<file path="config.mk">
export PLATFORM = sky130hd
export DESIGN_NAME = mux4_scanner
export DESIGN_NICKNAME = d
export VERILOG_FILES = /design/src/rtl/mux4_scan_pkg.sv /design/src/rtl/mux4_scanner_settle_timer.sv /design/src/rtl/mux4_scanner.sv
export SDC_FILE = /design/constraint.sdc
export NUM_CORES = 1
export LEC_CHECK = 0
export ABC_AREA = 1
export CORE_MARGIN = 1
export CORE_UTILIZATION = 46
export DETAILED_ROUTE_END_ITERATION = 7
export PLACE_DENSITY = 0.75
export SLEW_MARGIN = 20
export SYNTH_ARGS = -nofsm -noshare
export SYNTH_HDL_FRONTEND = slang
export SYNTH_SLANG_ARGS = --single-unit
</file>
<file path="constraint.sdc">
create_clock -name clk -period 1.1 [get_ports clk]
set_clock_uncertainty 0.1 [all_clocks]
set_input_delay 0.11 -clock clk [delete_from_list [all_inputs] [get_ports clk]]
set_output_delay 0.11 -clock clk [all_outputs]
set_load 0.005 [all_outputs]
</file>
<file path="src/rtl/mux4_scan_pkg.sv">
// rtl/mux4_scan_pkg.sv - shared types and constants for the 4-channel mux scanner
package mux4_scan_pkg;

  localparam int NUM_CH = 4;
  localparam int SEL_W  = 2;
  localparam int CNT_W  = 4;

  typedef enum logic [1:0] {
    S_IDLE,
    S_SETTLE,
    S_SAMPLE,
    S_DONE
  } scan_state_t;

endpackage

</file>
<file path="src/rtl/mux4_scanner_settle_timer.sv">
// rtl/mux4_scanner_settle_timer.sv - loadable down-counter flagging when it reaches zero
module settle_timer #(
  parameter int CNT_W = 4
) (
  input  logic             clk,
  input  logic             rst_n,
  input  logic             load,
  input  logic [CNT_W-1:0] load_val,
  output logic             zero
);

  logic [CNT_W-1:0] cnt;

  // Parks at zero so an idle timer never wraps
  always_ff @(posedge clk or negedge rst_n) begin
    if (!rst_n) begin
      cnt <= '0;
    end else if (load) begin
      cnt <= load_val;
    end else if (cnt != '0) begin
      cnt <= cnt - 1'b1;
    end
  end

  assign zero = (cnt == '0);

endmodule

</file>
<file path="src/rtl/mux4_scanner.sv">
// rtl/mux4_scanner.sv - steps a 4:1 mux select, samples each channel, emits the 4-bit word
module mux4_scanner
  import mux4_scan_pkg::*;
#(
  parameter int SETTLE = 2
) (
  input  logic             clk,
  input  logic             rst_n,
  input  logic             start,
  input  logic             mux_y,
  output logic [SEL_W-1:0] sel,
  output logic [NUM_CH-1:0] data,
  output logic             valid,
  input  logic             ready,
  output logic             busy
);

  if (SETTLE < 1 || SETTLE > 15) begin : g_bad_settle
    $error("mux4_scanner: SETTLE must be in 1..15");
  end

  localparam logic [SEL_W-1:0] LAST_CH  = SEL_W'(NUM_CH - 1);
  localparam logic [CNT_W-1:0] LOAD_VAL = CNT_W'(SETTLE - 1);

  scan_state_t       state, state_next;
  logic              load;
  logic              zero;
  logic [NUM_CH-1:0] cap, cap_next;

  settle_timer #(.CNT_W(CNT_W)) u_timer (
    .clk      (clk),
    .rst_n    (rst_n),
    .load     (load),
    .load_val (LOAD_VAL),
    .zero     (zero)
  );

  always_comb begin
    state_next = state;
    load       = 1'b0;
    cap_next   = cap;
    cap_next[sel] = mux_y;
    case (state)
      S_IDLE: begin
        if (start) begin
          state_next = S_SETTLE;
          load       = 1'b1;
        end
      end
      S_SETTLE: begin
        if (zero) state_next = S_SAMPLE;
      end
      S_SAMPLE: begin
        if (sel == LAST_CH) begin
          state_next = S_DONE;
        end else begin
          state_next = S_SETTLE;
          load       = 1'b1;
        end
      end
      S_DONE: begin
        if (ready) state_next = S_IDLE;
      end
      default: state_next = S_IDLE;
    endcase
  end

  // The completed word goes straight from cap_next so data never shows a partial scan
  always_ff @(posedge clk or negedge rst_n) begin
    if (!rst_n) begin
      state <= S_IDLE;
      sel   <= '0;
      cap   <= '0;
      data  <= '0;
    end else begin
      state <= state_next;
      case (state)
        S_IDLE: begin
          if (start) begin
            sel <= '0;
            cap <= '0;
          end
        end
        S_SAMPLE: begin
          cap <= cap_next;
          if (sel == LAST_CH) begin
            data <= cap_next;
          end else begin
            sel <= sel + 1'b1;
          end
        end
        S_DONE: begin
          if (ready) sel <= '0;
        end
        default: ;
      endcase
    end
  end

  assign valid = (state == S_DONE);
  assign busy  = (state != S_IDLE);

endmodule
</file>
# --- Yosys cells after proc, flatten, opt, wreduce, memory -nomap -nowiden ---
# Index checks and enable logic that the tools add are counted.
classes:
  add_sub_neg: 2
  n_lt_le_gt_ge: 2
  n_eq_ne: 8
  n_mux: 18
  reduce_logical: 12
ops:
  columns: ["operator", "count"]
  rows:
  - ["2-to-1 mux 2 bit", 6]
  - ["2-to-1 mux 4 bit", 3]
  - ["case mux 2 bit (4 select lines)", 1]
  - ["case mux 4 bit (2 select lines)", 1]
  - ["== test 2 bit (second input constant)", 3]
  - ["case mux 2 bit (3 select lines)", 1]
  - ["nonzero test 2 bit", 3]
  - ["bitwise mux 4 bit", 1]
  - ["logical NOT 4 bit", 1]
  - ["inequality test 2 x 1 -> 1 bit (second input constant)", 2]
  - ["inequality test 2 bit (second input constant)", 2]
  - ["AND reduction 2 bit", 2]
  - ["AND reduction 4 bit", 1]
  - ["nonzero test 4 bit", 1]
  - ["subtractor 4 x 1 -> 4 bit (second input constant)", 1]
  - ["less-than comparator 2 x 3 -> 1 bit (second input constant)", 1]
  - ["2-to-1 mux 1 bit", 3]
  - ["AND reduction 3 bit", 1]
  - ["nonzero test 3 bit", 1]
  - ["adder 2 x 1 -> 2 bit (second input constant)", 1]
  - ["demux 1 bit (select 2 bit)", 1]
  - ["== test 2 x 1 -> 1 bit (second input constant)", 1]
  - [">= comparator 2 x 1 -> 1 bit (second input constant)", 1]
  - ["logical NOT 2 bit", 1]
  - ["2 further kinds", 2]
word_totals:
  reg_bits: 16
  input_bits: 5
  out_inout_bits: 8

# --- Logic depth before layout (Yosys ltp) ---
logic_depth:
  ltp_word: 6
  ltp_mapped: 7
  mapped_depth_nobuf: 6

# --- Modules after synthesis ---
# Synthesis repeated with hierarchy kept, for this count alone.
hier_totals:
  cells_unflattened: 117
  hier_area_um2: 878.3
by_module_without_submodules:
  columns: ["module", "n_inst", "cells_each", "area_each_um2", "seq_area_each_um2"]
  rows:
  - ["mux4_scanner", 1, 83, 635.6, 275.3]
  - ["settle_timer", 1, 34, 242.7, 100.1]

# --- Worst setup path after synthesis ---
# Ideal clock, no wire load.
synth_path:
  kind: "register to register"
  from: "register sel[0]"
  to: "register sel[0]"
  setup_ns: 0.065
  arrival_time_ns: 1.048
  required_time_ns: 0.935
  setup_slack_ns: -0.113
  stages_incl_launch_ff: 7
  path_buffers: 0
  period_less_slack_ns: 1.213
  path_cell_list: "dfrtp_1 ha_1 nand3_2 nand2_2 nor2_2 nand2_1 nand2_1"
synth_via:
  elab_chain_len: 3
synth_lines:
  columns: ["item", "line", "rtl"]
  rows:
  - ["start: declaration", "mux4_scanner.sv:11", "output logic [SEL_W-1:0] sel,"]
  - ["start signal: assignment", "mux4_scanner.sv:89", "sel <= sel + 1'b1;"]
  - ["adder 2 x 1 -> 2 bit or == test 2 bit (tied branches)", "mux4_scanner.sv:89, mux4_scanner.sv:86", null]
  - ["2-to-1 mux 2 bit or inequality test 2 bit (tied branches)", null, null]
  - ["case mux 2 bit (3 select lines) or AND reduction 4 bit (tied branches)", null, null]
# Parallel ways exist; a longest one is shown, timed or not. The select of a mux whose other input is x is not followed.
# A chain may end at the register's enable or synchronous reset.

# --- Worst setup path after layout ---
layout_path:
  from: "register state[0]"
  to: "register data[1]"
layout_via:
  elab_chain_len: 2
layout_lines:
  columns: ["item", "line", "rtl"]
  rows:
  - ["start: declaration", "mux4_scanner.sv:25", "scan_state_t state, state_next;"]
  - ["start signal: assignment", "mux4_scanner.sv:76", "state <= state_next;"]
  - ["== test 2 bit", "mux4_scanner.sv:77", "case (state)"]
  - ["AND reduction 2 bit (no line)", null, null]
  - ["end signal: assignment", "mux4_scanner.sv:87", "data <= cap_next;"]
  - ["end: declaration", "mux4_scanner.sv:12", "output logic [NUM_CH-1:0] data,"]
# No other way between the ends.

==> flow_metrics.env <==
export IMPL_status="finished with violations"
export IMPL_violations="negative setup slack"
export IMPL_finalPower_mw=3.120
export IMPL_htreeDepth=1
export IMPL_synth_seq_cells=15
export IMPL_hpwl_mm=1.246
export IMPL_initial_core_util_pct=48.84
export IMPL_dr_wl_met2_um=955
export IMPL_hold_path_class="in2async"
export IMPL_route_detailed_drc=0
export IMPL_synth_area_leaders="dfrtp_1 (45%), nand2_1 (18%), inv_1 (8.5%)"
export IMPL_portBuffers=12
export IMPL_place_gp_congestion=0.7921
export IMPL_arrival_ns=1.48
export IMPL_tritoncts="done"
export IMPL_insertion_delay_ns=0.28
export IMPL_synth_cells=112
export IMPL_ir_worst_vdd_uv=1461
export IMPL_required_ns=1.19
export IMPL_vias=790
export IMPL_worstMarginPinSlew_ns=0.2379
export IMPL_critPathCaptureType="register"
export IMPL_clock_fmax_mhz=716.8
export IMPL_slew_limit_headroom_pct=84.14
export IMPL_fillers=132
export IMPL_drt_antenna_violating_nets=0
export IMPL_wire_per_inst_um=10.98
export IMPL_cts_inserted_buffers=3
export IMPL_nets=158
export IMPL_num_rows=15
export IMPL_timing_hold_violations_final=0
export IMPL_setup_tns_ns=-4.026
export IMPL_grt_max_degree=16
export IMPL_syn_area_sq_um=843.3
export IMPL_rsz0062_at_grt="true"
export IMPL_yosys_warnings=0
export IMPL_crit_path_start="state[0]"
export IMPL_grt_use_total_pct=21.11
export IMPL_dp_slack_ns=-0.1869
export IMPL_grt_overflow_total=0
export IMPL_setup_viol=19
export IMPL_vias_per_cell=4.593
export IMPL_met3_length_um=54
export IMPL_antenna_found_initial=0
export IMPL_diodes=0
export IMPL_cts_clk_slew_worst_paths_ns=0.09
export IMPL_grt_pass1_vias=796
export IMPL_drv_cap=0
export IMPL_wl_met1_um=859
export IMPL_io_pins=13
export IMPL_p_leak_nw=0.6674
export IMPL_yosys_area_top_type="dfrtp_1"
export IMPL_rr_startpoint="state[0]"
export IMPL_maxSlewViolCount=0
export IMPL_area_delta_synth_final_pct=52.67
export IMPL_firstDrtPassIters=4
export IMPL_cts_root_buf="clkbuf_4"
export IMPL_clock_path_buffers=2
export IMPL_synth_area_per_cell_sq_um=7.530
export IMPL_clock_sinks=15
export IMPL_finalCriticalPeriod_ns=1.395
export IMPL_grt_pass1_wl_mm=3.111
export IMPL_synthDistinctLibCells=18
export IMPL_drt_iter0_drc=4
export IMPL_core_region_area_sq_um=1727
export IMPL_cp_start_kind="register"
export IMPL_finalCritPeriodShare_pct=126.8
export IMPL_fp_dieW_um=44.82
export IMPL_design_area_sq_um=1287
export IMPL_setup_slack_ns=-0.2951
export IMPL_synth_fp_nets=122
export IMPL_totalWireLength_mm=1.888
export IMPL_drive_gt1_share_pct=44.90
export IMPL_criticalPathCategory="reg2reg"
export IMPL_utilization_pct=74.57
export IMPL_dpl_cell_area_sq_um=1081
export IMPL_highest_layer="met4"
export IMPL_seq_area_frac_synth_pct=44.51
export IMPL_p_per_area_nw_per_um2=2423
export IMPL_dieArea_sq_um=2008
export IMPL_netlist_area_leader_share_pct=44.51
export IMPL_die_h_um=44.82
export IMPL_cp_max_fo=5
## flip-flops by register name (all words and copies together) (netlist names)
register	flops
data	4
state	2
sel	2
cap	3
u_timer.cnt	4
## timing repair
| item | 4_1_cts | 5_1_grt |
|---|---|---|
| hold buffers | 0 | 0 |
| setup buffers | 8 | 4 |
| gates resized for setup | 42 | 22 |
| pin swaps | 12 | 9 |
| endpoints found under the hold margin | 0 | 0 |
| setup endpoints to repair | 23 | 23 |
## kinds of logic (layout without fill, tap and decap cells)
logic type,count (synthesis),count (layout),synth area share (%)
compound gates,10,10,6.231
fa+ha+maj,5,5,7.418
buf+inv,24,59,11.57
flops,15,15,44.51
simple gates,58,58,30.27
## worst max-delay path: stages (launching register included)
cell and delay (ns):
dfrtp_1 0.41, buf_6 0.13, buf_6 0.11, buf_6 0.13
inv_4 0.05, nand3_4 0.11, buf_12 0.16, nand2_4 0.05
nand2_2 0.04
## final timing paths
path	to	slack, ns	cells after the start
min in group clk	data[3]	0.35	3
max in group asynchronous	sel[1]	0.70	2
worst max register to register	data[1]	-0.30	8
worst max-delay path	data[1]	-0.30	8
worst min register to register	data[3]	0.39	2
worst min-delay path	data[3]	0.03	2
## where the power goes
| part | switching, mW | leakage, nW | internal [mW] | total, mW |
|---|---|---|---|---|
| sequential | 0.0965 | 0.190 | 0.738 | 0.834 |
| clock | 0.185 | 0.0177 | 0.135 | 0.320 |
| combinational | 1.03 | 0.460 | 0.939 | 1.97 |
| total | 1.31 | 0.667 | 1.81 | 3.12 |
## cells in the final DEF (no fill, tap or decap)
master and instances:
buf_6 9, nand3_2 4, clkdlybuf4s50_1 4, nand3_1 2
a21oi_2 3, inv_4 2, nor2_2 1, clkbuf_2 6
dfrtp_1 15, nor2_4 2, buf_4 12, clkinv_2 1
nand4_1 2, o21ai_1 5, or2_2 1, nor2_1 3
inv_2 4, nand2_2 9, inv_1 17, nand3b_1 1
o21ai_2 1, clkbuf_4 3, ha_1 2, nand2_4 3
nand2_1 29, buf_12 1, nand3_4 1, ha_2 2
ha_4 1, o21bai_1 1
## metrics by stage
| step | std cells | hold slack (ns) |
|---|---|---|
| 2_1_floorplan | 112 | -0.2856 |
| 3_3_place_gp | 157 | 0.3458 |
| 3_5_place_dp | 157 | 0.3430 |
| 4_1_cts | 169 | 0.04326 |
| 5_1_grt | 172 | 0.05505 |
| 6_report | 172 | 0.03113 |
## synth_stat cells (all sizes together)
library cell and instances:
nand2 41, inv 23, dfrtp 15, nand3 7
nor2 6, o21ai 6, ha 5, a21oi 3
nand4 2, buf 1, nand3b 1, o21bai 1
or2 1
## routing by layer
layer  vias to the layer above  GRT usage (%)
met2                        15          35.88
met3                         4          4.400
met1                       359          25.89
met5                         -              0
met4                         0          9.091
li1                        412              -
## final cells by class
type / count / area (sq um) / area share, %
clock buffers: 3 / 22.52 / 1.749
repair buffers: 32 / 281.5 / 21.87
flip-flops and latches: 15 / 375.4 / 29.15
inverters: 23 / 91.34 / 7.094
well taps: 25 / 31.28 / 2.430
clock inverters: 1 / 5.005 / 0.3887
multi-input cells: 73 / 480.5 / 37.32
No activity file was read; power rests on OpenSTA's default activity.
